[src/rtl/eer_pkt_pkg.sv]
// Shared packet definitions for the EER-RL node: type codes, word counts, header layout.
// Word counts include a checksum trailer when PKT_CHECKSUM_EN is defined.
package eer_pkt_pkg;

    localparam int WORD_WIDTH = 16;

    localparam logic [2:0] PKT_HB   = 3'b000;
    localparam logic [2:0] PKT_CHE  = 3'b001;
    localparam logic [2:0] PKT_INV  = 3'b010;
    localparam logic [2:0] PKT_JOIN = 3'b011;

`ifdef PKT_CHECKSUM_EN
    localparam logic [4:0] CSUM_WORDS = 5'd1;
`else
    localparam logic [4:0] CSUM_WORDS = 5'd0;
`endif

    localparam logic [4:0] HB_WORDS   = 5'd7 + CSUM_WORDS;
    localparam logic [4:0] INV_WORDS  = 5'd5 + CSUM_WORDS;
    localparam logic [4:0] JOIN_WORDS = 5'd5 + CSUM_WORDS;

    localparam int HDR_TYPE_LSB = 13;
    localparam int HDR_LEN_LSB  = 0;
    localparam int HDR_LEN_W    = 5;

    typedef enum logic {
        ST_IDLE = 1'b0,
        ST_SEND = 1'b1
    } tx_state_e;

    typedef struct packed {
        logic [WORD_WIDTH-1:0] node_id;
        logic [WORD_WIDTH-1:0] hops;
        logic [WORD_WIDTH-1:0] qval;
        logic [WORD_WIDTH-1:0] energy;
        logic [WORD_WIDTH-1:0] e_max;
        logic [WORD_WIDTH-1:0] e_min;
        logic [WORD_WIDTH-1:0] e_thr;
        logic [WORD_WIDTH-1:0] ch_id;
        logic [WORD_WIDTH-1:0] timeslot;
    } node_snap_t;

    function automatic logic [4:0] pkt_words(input logic [2:0] t);
        case (t)
            PKT_HB:   return HB_WORDS;
            PKT_INV:  return INV_WORDS;
            PKT_JOIN: return JOIN_WORDS;
            default:  return 5'd0;
        endcase
    endfunction

    // A cluster head invites, a member joins; anyone may relay a heartbeat.
    function automatic logic pkt_legal(input logic [2:0] t, input logic is_ch);
        case (t)
            PKT_HB:   return 1'b1;
            PKT_INV:  return is_ch;
            PKT_JOIN: return !is_ch;
            default:  return 1'b0;
        endcase
    endfunction

    function automatic logic [WORD_WIDTH-1:0] pkt_header(input logic [2:0] t);
        logic [WORD_WIDTH-1:0] h;
        h = '0;
        h[HDR_TYPE_LSB +: 3]       = t;
        h[HDR_LEN_LSB +: HDR_LEN_W] = pkt_words(t);
        return h;
    endfunction

endpackage

[src/rtl/pkt_word_mux.sv]
// Field select for the outgoing packet: returns the word at a given index for a packet type.
// Indices past the last field (e.g. the checksum slot) return zero; the caller fills them.
module pkt_word_mux
    import eer_pkt_pkg::*;
(
    input  node_snap_t            snap_i,
    input  logic [2:0]            type_i,
    input  logic [4:0]            idx_i,
    output logic [WORD_WIDTH-1:0] word_o
);

    logic [WORD_WIDTH-1:0] hops_inc;

    // Hop count relayed in a heartbeat is one further from the sink, saturating.
    assign hops_inc = (snap_i.hops == 16'hFFFF) ? 16'hFFFF : snap_i.hops + 16'd1;

    always_comb begin
        word_o = '0;
        if (idx_i == 5'd0) begin
            word_o = pkt_header(type_i);
        end else begin
            case (type_i)
                PKT_HB: begin
                    case (idx_i)
                        5'd1:    word_o = snap_i.node_id;
                        5'd2:    word_o = hops_inc;
                        5'd3:    word_o = snap_i.e_max;
                        5'd4:    word_o = snap_i.e_min;
                        5'd5:    word_o = snap_i.energy;
                        5'd6:    word_o = snap_i.e_thr;
                        default: word_o = '0;
                    endcase
                end
                PKT_INV: begin
                    case (idx_i)
                        5'd1:    word_o = snap_i.node_id;
                        5'd2:    word_o = snap_i.qval;
                        5'd3:    word_o = snap_i.hops;
                        5'd4:    word_o = snap_i.timeslot;
                        default: word_o = '0;
                    endcase
                end
                PKT_JOIN: begin
                    case (idx_i)
                        5'd1:    word_o = snap_i.node_id;
                        5'd2:    word_o = snap_i.ch_id;
                        5'd3:    word_o = snap_i.qval;
                        5'd4:    word_o = snap_i.energy;
                        default: word_o = '0;
                    endcase
                end
                default: word_o = '0;
            endcase
        end
    end

endmodule

[src/rtl/node_pkt_tx.sv]
// Outgoing packet builder (HB / INV / JOIN) streaming 16-bit words over valid/ready.
// Define PKT_CHECKSUM_EN to append an XOR trailer word to every packet.
module node_pkt_tx
    import eer_pkt_pkg::*;
(
    input  logic        clk,
    input  logic        nrst,
    input  logic        start,
    input  logic [2:0]  txPktType,
    input  logic [15:0] myNodeID,
    input  logic [15:0] hopsFromSink,
    input  logic [15:0] myQValue,
    input  logic [15:0] energy,
    input  logic [15:0] e_max,
    input  logic [15:0] e_min,
    input  logic [15:0] e_threshold,
    input  logic [15:0] ch_ID,
    input  logic [15:0] timeslot,
    input  logic        role,
    output logic [15:0] tx_data,
    output logic        tx_valid,
    input  logic        tx_ready,
    output logic        tx_last,
    output logic        busy,
    output logic        done,
    output logic        err
);

    // Handshake: a word transfers on a rising edge where tx_valid && tx_ready;
    // tx_data/tx_last are held while tx_valid is high and tx_ready is low.

    tx_state_e             state_q;
    node_snap_t            snap_q;
    node_snap_t            live_snap;
    node_snap_t            mux_snap;
    logic [2:0]            type_q;
    logic [2:0]            mux_type;
    logic [4:0]            idx_q;
    logic [4:0]            idx_d;
    logic [4:0]            nwords_d;
    logic                  last_d;
    logic [WORD_WIDTH-1:0] mux_word;
    logic [WORD_WIDTH-1:0] word_d;
    logic [WORD_WIDTH-1:0] tx_data_q;
    logic                  tx_valid_q;
    logic                  tx_last_q;
    logic                  busy_q;
    logic                  done_q;
    logic                  err_q;
`ifdef PKT_CHECKSUM_EN
    logic [WORD_WIDTH-1:0] csum_q;
`endif

    assign live_snap = '{node_id:  myNodeID,     hops:  hopsFromSink, qval:  myQValue,
                         energy:   energy,       e_max: e_max,        e_min: e_min,
                         e_thr:    e_threshold,  ch_id: ch_ID,        timeslot: timeslot};

    // In IDLE the header is built from live inputs so it is on the bus the cycle after start.
    assign mux_snap = (state_q == ST_IDLE) ? live_snap : snap_q;
    assign mux_type = (state_q == ST_IDLE) ? txPktType : type_q;
    assign idx_d    = (state_q == ST_IDLE) ? 5'd0 : idx_q + 5'd1;
    assign nwords_d = pkt_words(mux_type);
    assign last_d   = (idx_d == nwords_d - 5'd1);

    pkt_word_mux u_word_mux (
        .snap_i (mux_snap),
        .type_i (mux_type),
        .idx_i  (idx_d),
        .word_o (mux_word)
    );

`ifdef PKT_CHECKSUM_EN
    assign word_d = last_d ? csum_q : mux_word;
`else
    assign word_d = mux_word;
`endif

    always_ff @(posedge clk) begin
        if (nrst) begin
            state_q    <= ST_IDLE;
            snap_q     <= '0;
            type_q     <= PKT_HB;
            idx_q      <= '0;
            tx_data_q  <= '0;
            tx_valid_q <= 1'b0;
            tx_last_q  <= 1'b0;
            busy_q     <= 1'b0;
            done_q     <= 1'b0;
            err_q      <= 1'b0;
`ifdef PKT_CHECKSUM_EN
            csum_q     <= '0;
`endif
        end else begin
            done_q <= 1'b0;
            err_q  <= 1'b0;
            case (state_q)
                ST_IDLE: begin
                    if (start) begin
                        if (pkt_legal(txPktType, role)) begin
                            state_q    <= ST_SEND;
                            snap_q     <= live_snap;
                            type_q     <= txPktType;
                            idx_q      <= idx_d;
                            tx_data_q  <= word_d;
                            tx_valid_q <= 1'b1;
                            tx_last_q  <= last_d;
                            busy_q     <= 1'b1;
`ifdef PKT_CHECKSUM_EN
                            csum_q     <= word_d;
`endif
                        end else begin
                            err_q <= 1'b1;
                        end
                    end
                end
                ST_SEND: begin
                    // tx_valid is always high here, so tx_ready alone marks a handshake.
                    if (tx_ready) begin
                        if (tx_last_q) begin
                            state_q    <= ST_IDLE;
                            tx_data_q  <= '0;
                            tx_valid_q <= 1'b0;
                            tx_last_q  <= 1'b0;
                            busy_q     <= 1'b0;
                            done_q     <= 1'b1;
                        end else begin
                            idx_q     <= idx_d;
                            tx_data_q <= word_d;
                            tx_last_q <= last_d;
`ifdef PKT_CHECKSUM_EN
                            csum_q    <= csum_q ^ word_d;
`endif
                        end
                    end
                end
                default: state_q <= ST_IDLE;
            endcase
        end
    end

    assign tx_data  = tx_data_q;
    assign tx_valid = tx_valid_q;
    assign tx_last  = tx_last_q;
    assign busy     = busy_q;
    assign done     = done_q;
    assign err      = err_q;

endmodule

[config.mk]
export PLATFORM = sky130hd
export DESIGN_NAME = node_pkt_tx
export DESIGN_NICKNAME = d
export VERILOG_FILES = /design/src/rtl/eer_pkt_pkg.sv /design/src/rtl/pkt_word_mux.sv /design/src/rtl/node_pkt_tx.sv
export SDC_FILE = /design/constraint.sdc
export NUM_CORES = 1
export LEC_CHECK = 0
export CORE_MARGIN = 2
export CORE_UTILIZATION = 46
export DETAILED_ROUTE_END_ITERATION = 12
export PLACE_DENSITY = 0.72
export SYNTH_ARGS = -nofsm -noshare
export SYNTH_HDL_FRONTEND = slang
export SYNTH_SLANG_ARGS = --single-unit
[constraint.sdc]
create_clock -name clk -period 8.3 [get_ports clk]
set_input_delay 0.83 -clock clk [delete_from_list [all_inputs] [get_ports clk]]
set_output_delay 0.83 -clock clk [all_outputs]
set_load 0.01 [all_outputs]
==> results by group, run 1 <==
Status
  – Outcome: completed

Timing
  – Hold Violations, Final: 0
  – Final setup viols: 0
  – Final clock skew: roughly 11 ps
  – Total negative setup slack: 0 ps
  – Worst Tran Pin Value: about 1300 ps
  – Peak Freq: 0.259 GHz
  – Final period util: between 40 and 50%
  – Unrepaired setup endpoints after global routing: no
  – Min Clock Period, post-route: between 3000 and 4000 ps
  – Max-slew headroom: roughly a tenth
  – Fin. max-slew vios: 0

Worst setup path
  – FF-to-FF path depth: 9
  – Crit-path max FO: 70
  – FF-to-FF End: tx_data[4]$_SDFFE_PP0P_
  – Critical path launch point type: flip-flop
  – Worst Path Buf+Inv: 2
  – Worst-path cell with the longest stage delay: buf_4
  – FF-to-FF Start: state_q$_SDFF_PP0_
  – CP Cell Sequence: buf_4, mux2_2, ha_1, inv_1, a221oi_2, nand3_1, a21oi_1, a2111oi_0, o221ai_1
  – Crit path kind: reg -> reg
  – Critical path capture point type: flip-flop
  – Delay-heaviest family, CP: compound AO/OA/AOI/OAI gates
  – Critical Path Max Stage Delay: between 800 and 900 ps
  – Worst reg2reg setup slack: approximately 4400 ps
  – Worst Path Arrival: 4160 ps
  – WP data required: roughly 8600 ps

Route
  – DRT Pass-1 Iters: 6
  – Via count: 9703
  – Final wirelength: 33900 um
  – DRC: 0
  – WL/cell: between 20 and 25 um
  – Vias per inst: ~6
  – Drt initial violations: around 1200
  – Post-route ant nets: 0

Synth
  – FFs w/ async S/R, synth: 0%
  – Post-synthesis mux area share: under 10%
  – Largest family of logic cells by synthesized area: compound AO/OA/AOI/OAI gates
  – Syn nets: ~1400
  – Mapped Area: approximately 9300 sq um
  – Synth Area in Compound Gates: 25.3%
  – Number of synthesized register bits: roughly 170
  – Synth Instances: approximately 1200
  – EDFF count, synth: 0
  – Register area share after synthesis: 37.1%
  – Synth Warn #: 0
  – Syn avg cell area: about 7.7 sq um
  – Area share of fa/ha/maj cells after synthesis: 0.268%
  – Synth Area in Simple Gates: 22.5%
  – XOR/XNOR Fraction of Synth Area: 1.58%
  – Netlist cell types: 87
  – Primary FF master, synth: dfxtp_1

Global route
  – Largest net degree at the start of global routing: 100
  – GRT Resource Usage Total: 31.2%
  – Initial antenna violation count: 0
  – First-pass GRT wire length: 51500 um
  – Vias in the first global route: roughly 9100
  – Gr ovfl total: 0

Placed design
  – Port-buffer cells: 172
  – Placed Area: between 10000 and 15000 sq um
  – HPWL Detailed: ~24000 um
  – GPL Wtd Cong: ~0.94

Clocking
  – Htree depth: 4
  – CTS root buffer: clkbuf_16
  – CTS buffer count: 17
  – Longest Clk Path Bufs: 2
  – CTS sink count: approximately 170
  – CTS tree: yes
  – Reg clk slew, reported paths: 70 ps
  – # resized after CTS: 0
  – Post-CTS setup buffer count: 0
  – Later-pin clock latency in the skew report: approximately 450 ps
  – Hold_buf cts: 0

Floorplan
  – Initial core utilization: 46.5%
  – Die area: around 21000 sq um
  – Die H: between 100 and 150 um
  – Core area: approximately 20000 sq um
  – Chip Width: between 100 and 150 um
  – IO Count: approximately 170
  – Row count: 52

Layout
  – Inserted Diodes: 0
  – Share of layout cells above drive strength 1: roughly 7.6%
  – Area Growth Syn to Fin: 25.2%
  – Final nets: 1483
  – Fin area: roughly 12000 sq um
  – Final core occ: about 58%

Power and ir drop
  – Maximum VDD drop: around 0.11 mV
  – Pwr per Cell Area: 171 nW/um^2
  – Leak pwr: roughly 3.8 nW
  – Overall Power: 0.00200 W

Run
  – Max-cap viol count: 0

Min path
  – Hold EP: snap_q[39]$_SDFFE_PP0P_
  – Hold path depth: 2
  – Hold Path Class: reg -> reg
  – HP Start: snap_q[39]$_SDFFE_PP0P_
## worst max-delay path by stage
| stage | to | startpoint | cells past startpoint | slack, ps |
|---|---|---|---|---|
| 6_report | tx_data[4]$_SDFFE_PP0P_ | state_q$_SDFF_PP0_ | 9 | 4440 |
| 5_1_grt | tx_data[4]$_SDFFE_PP0P_ | state_q$_SDFF_PP0_ | 9 | 4220 |
| 4_1_cts | tx_data[4]$_SDFFE_PP0P_ | state_q$_SDFF_PP0_ | 9 | 4470 |
| 3_5_place_dp | snap_q[8]$_SDFFE_PP0P_ | txPktType[0] | 9 | 4220 |
| 3_3_place_gp | snap_q[132]$_SDFFE_PP0P_ | txPktType[0] | 9 | 4320 |
| 2_1_floorplan | tx_data[2]$_SDFFE_PP0P_ | state_q$_SDFF_PP0_ | 12 | 5600 |
## Yosys cell counts (5+ instances only)
cell type	count	share of area (%)
inv_1	7	0.28
nand2b_1	5	0.34
nand3_1	12	0.64
clkbuf_1	49	2.0
and2_1	6	0.40
and3_1	7	0.47
mux2i_1	38	4.1
a21oi_1	198	11
a221oi_1	12	1.1
buf_4	5	0.40
buf_2	29	1.6
o31ai_1	5	0.40
a22o_1	10	0.94
a221o_1	9	0.97
mux2_2	35	4.2
a211oi_1	6	0.48
a22oi_1	16	1.3
a31oi_1	8	0.54
o211ai_1	8	0.64
o21ai_0	26	1.4
nand4_1	8	0.54
nand2_1	360	14
nor2b_1	6	0.40
nor2_1	34	1.4
o22ai_1	7	0.47
dfxtp_1	173	37
xnor2_1	13	1.2
nor3_1	15	0.81
## registers in the layout (all words and copies together), names as in the netlist
signal and count:
snap_q 144, tx_data 16, idx_q 5, type_q 3, busy 1, done 1
err 1, state_q 1, tx_last 1
## routing by layer
metal / track usage, % / vias up / routed length (um)
li1: - / 4559 / -
met1: 40.9 / 4537 / 13600
met2: 49.7 / 506 / 15700
met3: 7.47 / 101 / 3120
met4: 12.7 / 0 / 1430
met5: 0 / - / 0
## cell type report
type / count / area [sq um]
sequential: 173 / 3470
fill: 1880 / 8360
clock inverter: 12 / 149
inverter: 8 / 30.0
clock buffer: 20 / 457
tap: 270 / 338
timing repair buffer: 185 / 1820
multi-input combinational: 944 / 5420
## where the power goes
| part | internal [W] | switching [W] | total [W] |
|---|---|---|---|
| logic | 0.000129 | 0.000144 | 0.000273 |
| clock network | 0.000469 | 0.000374 | 0.000843 |
| registers | 0.000857 | 0.0000277 | 0.000885 |
## tightest hold or removal path, cell delays in order, from the launching register on
cell     delay [ps]
dfxtp_1         310
nand2_1          50
a21oi_1          50
## cells by family after synthesis
| family | Yosys count |
|---|---|
| AOI/OAI and AO/OA | 367 |
| xor gates and xnor gates | 16 |
| adders and majority gates | 2 |
| buffers and inverters | 99 |
| DFF | 173 |
| muxes | 73 |
| and+or+nand+nor | 486 |
## per-stage QoR
stage,hold WS [ps],setup WS (ps),std cells
3_3_place_gp,438,4320,1580
4_1_cts,455,4470,1612
2_1_floorplan,433,5600,1216
6_report,455,4440,1612
3_5_place_dp,445,4220,1580
5_1_grt,470,4220,1612
## cells in the final DEF (no fill, tap or decap), types with 5 or more instances in the layout
master	instances
inv_1	7
nor3_1	15
buf_4	14
nor2_1	33
nand3_1	12
mux2i_1	38
o21ai_0	26
o22ai_1	7
and3_1	7
nand2_1	359
a221oi_1	12
o31ai_1	5
a211oi_1	6
nand2b_1	5
a31oi_1	8
a21oi_1	198
a221o_1	9
clkdlybuf4s50_1	171
o211ai_1	8
xnor2_1	13
a22oi_1	16
and2_1	6
nor2b_1	6
dfxtp_1	172
clkbuf_16	17
mux2_2	35
nand4_1	8
a22o_1	10
No activity file was read; power rests on OpenSTA's default activity.
==> inputs of run 2 (changes only) <==
PLACE_DENSITY = 0.74   (was 0.72)
clock period = 3.4 ns   (was 8.3 ns; I/O delays follow)
==> results by group, run 2 (synthesis gave the netlist of run 1 again) <==
Status
  – Outcome: completed

Global route
  – First-pass GRT wire length: 52700 um (+2.2%)
  – Vias in the first global route: 9120 (+0.75%)
  – Initial antenna violation count: 0 (unchanged)
  – GRT Resource Usage Total: 32.0% (+0.80 points)
  – Gr ovfl total: 0 (unchanged)
  – Largest net degree at the start of global routing: 148 (+48%)

Layout
  – Largest register FFs: 144 (unchanged)
  – Largest reg by FF count: snap_q
  – Commonest non-fill, non-tap cells in the layout: nand2_1, a21oi_1, dfxtp_1
  – Filler cells: 1910 (+1.6%)
  – Commonest non-fill, non-tap cell in the layout: nand2_1
  – Share of layout cells above drive strength 1: 9.36% (+1.8 points)
  – Finished Layout Cells: 1637 (+1.6%)
  – Final core occ: 59.3% (+0.98 points)
  – Fin area: 11900 sq um (+1.7%)
  – Inserted Diodes: 0 (unchanged)
  – Final nets: 1508 (+1.7%)
  – Area Growth Syn to Fin: 27.3%

Timing
  – Final setup viols: 0 (unchanged)
  – Final WS setup: 461 ps (-3980 ps)
  – Unrepaired setup endpoints after global routing: no
  – Final clock skew: 7.39 ps (-3.45 ps)
  – Max-slew headroom: 17.5% (+7.8 points)
  – Fin. max-slew vios: 0 (unchanged)
  – Total negative setup slack: 0 ps (unchanged)
  – Final period util: 86.5% (+40 points)
  – Hold Violations, Final: 0 (unchanged)
  – Peak Freq: 0.340 GHz (+31%)
  – Worst Tran Pin Value: 1220 ps (-124 ps)
  – Min Clock Period, post-route: 2940 ps (-922 ps)

Route
  – DRT Pass-1 Iters: 7 (+1)
  – Post-route ant nets: 0 (unchanged)
  – Final wirelength: 34900 um (+3.0%)
  – Via count: 9821 (+1.2%)
  – DRC: 0 (unchanged)
  – WL/cell: 21.3 um (+1.4%)
  – Drt initial violations: 1173 (-1.6%)
  – Vias per inst: 6.00 (-0.33%)

Floorplan
  – Core area: 20000 sq um (unchanged)
  – Initial core utilization: 46.5% (unchanged)
  – Die area: 21400 sq um (unchanged)
  – Chip Width: 146 um (unchanged)
  – Die H: 146 um (unchanged)
  – Row count: 52 (unchanged)
  – IO Count: 173 (unchanged)

Worst setup path
  – FF-to-FF path depth: 8 (-1)
  – Critical path launch point type: flip-flop
  – CP Cell Sequence: buf_4, nor3b_1, nand4_1, a21oi_1, a22oi_1, a41oi_1, o21a_1, a211o_1
  – Worst Path Arrival: 3320 ps (-840 ps)
  – Delay-heaviest family, CP: compound AO/OA/AOI/OAI gates
  – Crit-path max FO: 31 (-56%)
  – FF-to-FF End: tx_data[2]$_SDFFE_PP0P_
  – Critical Path Max Stage Delay: 790 ps (-20 ps)
  – Crit path kind: reg -> reg
  – Worst setup startpoint: state_q$_SDFF_PP0_
  – Worst reg2reg setup slack: 460 ps (-3980 ps)
  – FF-to-FF Start: state_q$_SDFF_PP0_
  – Worst Path Buf+Inv: 1 (-1)
  – Critical path capture point type: flip-flop
  – WP data required: 3780 ps (-4820 ps)
  – Worst-path cell with the longest stage delay: a21oi_1
  – Critical path depth: 8 (-1)

Min path
  – Hold EP: tx_data[0]$_SDFFE_PP0P_
  – Hold Path Class: in -> reg
  – HP Start: nrst
  – Hold path depth: 3 (+1)

Clocking
  – Reg clk slew, reported paths: 70 ps (about the same)
  – Htree depth: 4 (unchanged)
  – CTS sink count: 173 (unchanged)
  – Post-CTS setup buffer count: 0 (unchanged)
  – Later-pin clock latency in the skew report: 440 ps (about the same)
  – Longest Clk Path Bufs: 2 (unchanged)
  – CTS buffer count: 17 (unchanged)
  – # resized after CTS: 0 (unchanged)
  – Hold_buf cts: 0 (unchanged)
  – CTS tree: yes
  – CTS root buffer: clkbuf_16

Power and ir drop
  – Leak pwr: 3.89 nW (+3.3%)
  – Maximum VDD drop: 0.305 mV (+180%)
  – Pwr per Cell Area: 402 nW/um^2 (+130%)

Placed design
  – HPWL Detailed: 25600 um (+6.5%)
  – DP Cell Count: 1605 (+1.6%)
  – GPL Wtd Cong: 0.998 (+6.3%)
  – Placed Area: 11300 sq um (+2.1%)
  – Pre-CTS setup slack: 440 ps (-3780 ps)
  – Port-buffer cells: 172 (unchanged)

Run
  – Max-cap viol count: 0 (unchanged)
==> run 2: cell count changes in the layout (fill, tap and decap cells not counted), sizes merged <==
cell / before / now
clkinv: 2 / 4
buf: 14 / 39
bufinv: 2 / 0
clkbuf: 20 / 18
inv: 14 / 16
==> run 2: through the flow <==
stage / power [W] / hold WS, ps
6_report: 0.00477 / 287
3_5_place_dp: 0.00289 / 447
3_3_place_gp: 0.00288 / 438
4_1_cts: 0.00477 / 270
5_1_grt: 0.00492 / 301
2_1_floorplan: 0.00252 / 433
==> run 2: worst max path at each step <==
stage	end
floorplan	tx_data[2]$_SDFFE_PP0P_
global placement	tx_data[11]$_SDFFE_PP0P_
detailed placement	tx_data[11]$_SDFFE_PP0P_
CTS	tx_data[2]$_SDFFE_PP0P_
global route	tx_data[2]$_SDFFE_PP0P_
finish	tx_data[2]$_SDFFE_PP0P_
==> run 2: layout make-up <==
class                   instances  area, sq um  area share (%)
clock buffers                  18          439            3.70
repair buffers                210         2050            17.3
inverters                       8         30.0           0.253
multi-input cells             944         5420            45.6
flip-flops and latches        173         3470            29.2
clock inverters                14          125            1.05
well taps                     270          338            2.85
==> run 2: worst min-delay path: stages <==
cell and delay, ps:
buf_4 140, a21oi_1 70, o2bb2ai_1 120
==> run 2: per-layer routing <==
layer	global-route usage (%)	routed length, um	up-vias
met4	11.9	1290	0
met3	5.59	2800	87
li1	-	-	4594
met2	51.7	16400	473
met5	0	0	-
met1	43.1	14400	4667
==> run 2: report_power, final <==
group / switching (W) / internal [W]
clock network: 0.000931 / 0.000984
logic: 0.000368 / 0.000331
registers: 0.0000636 / 0.00209
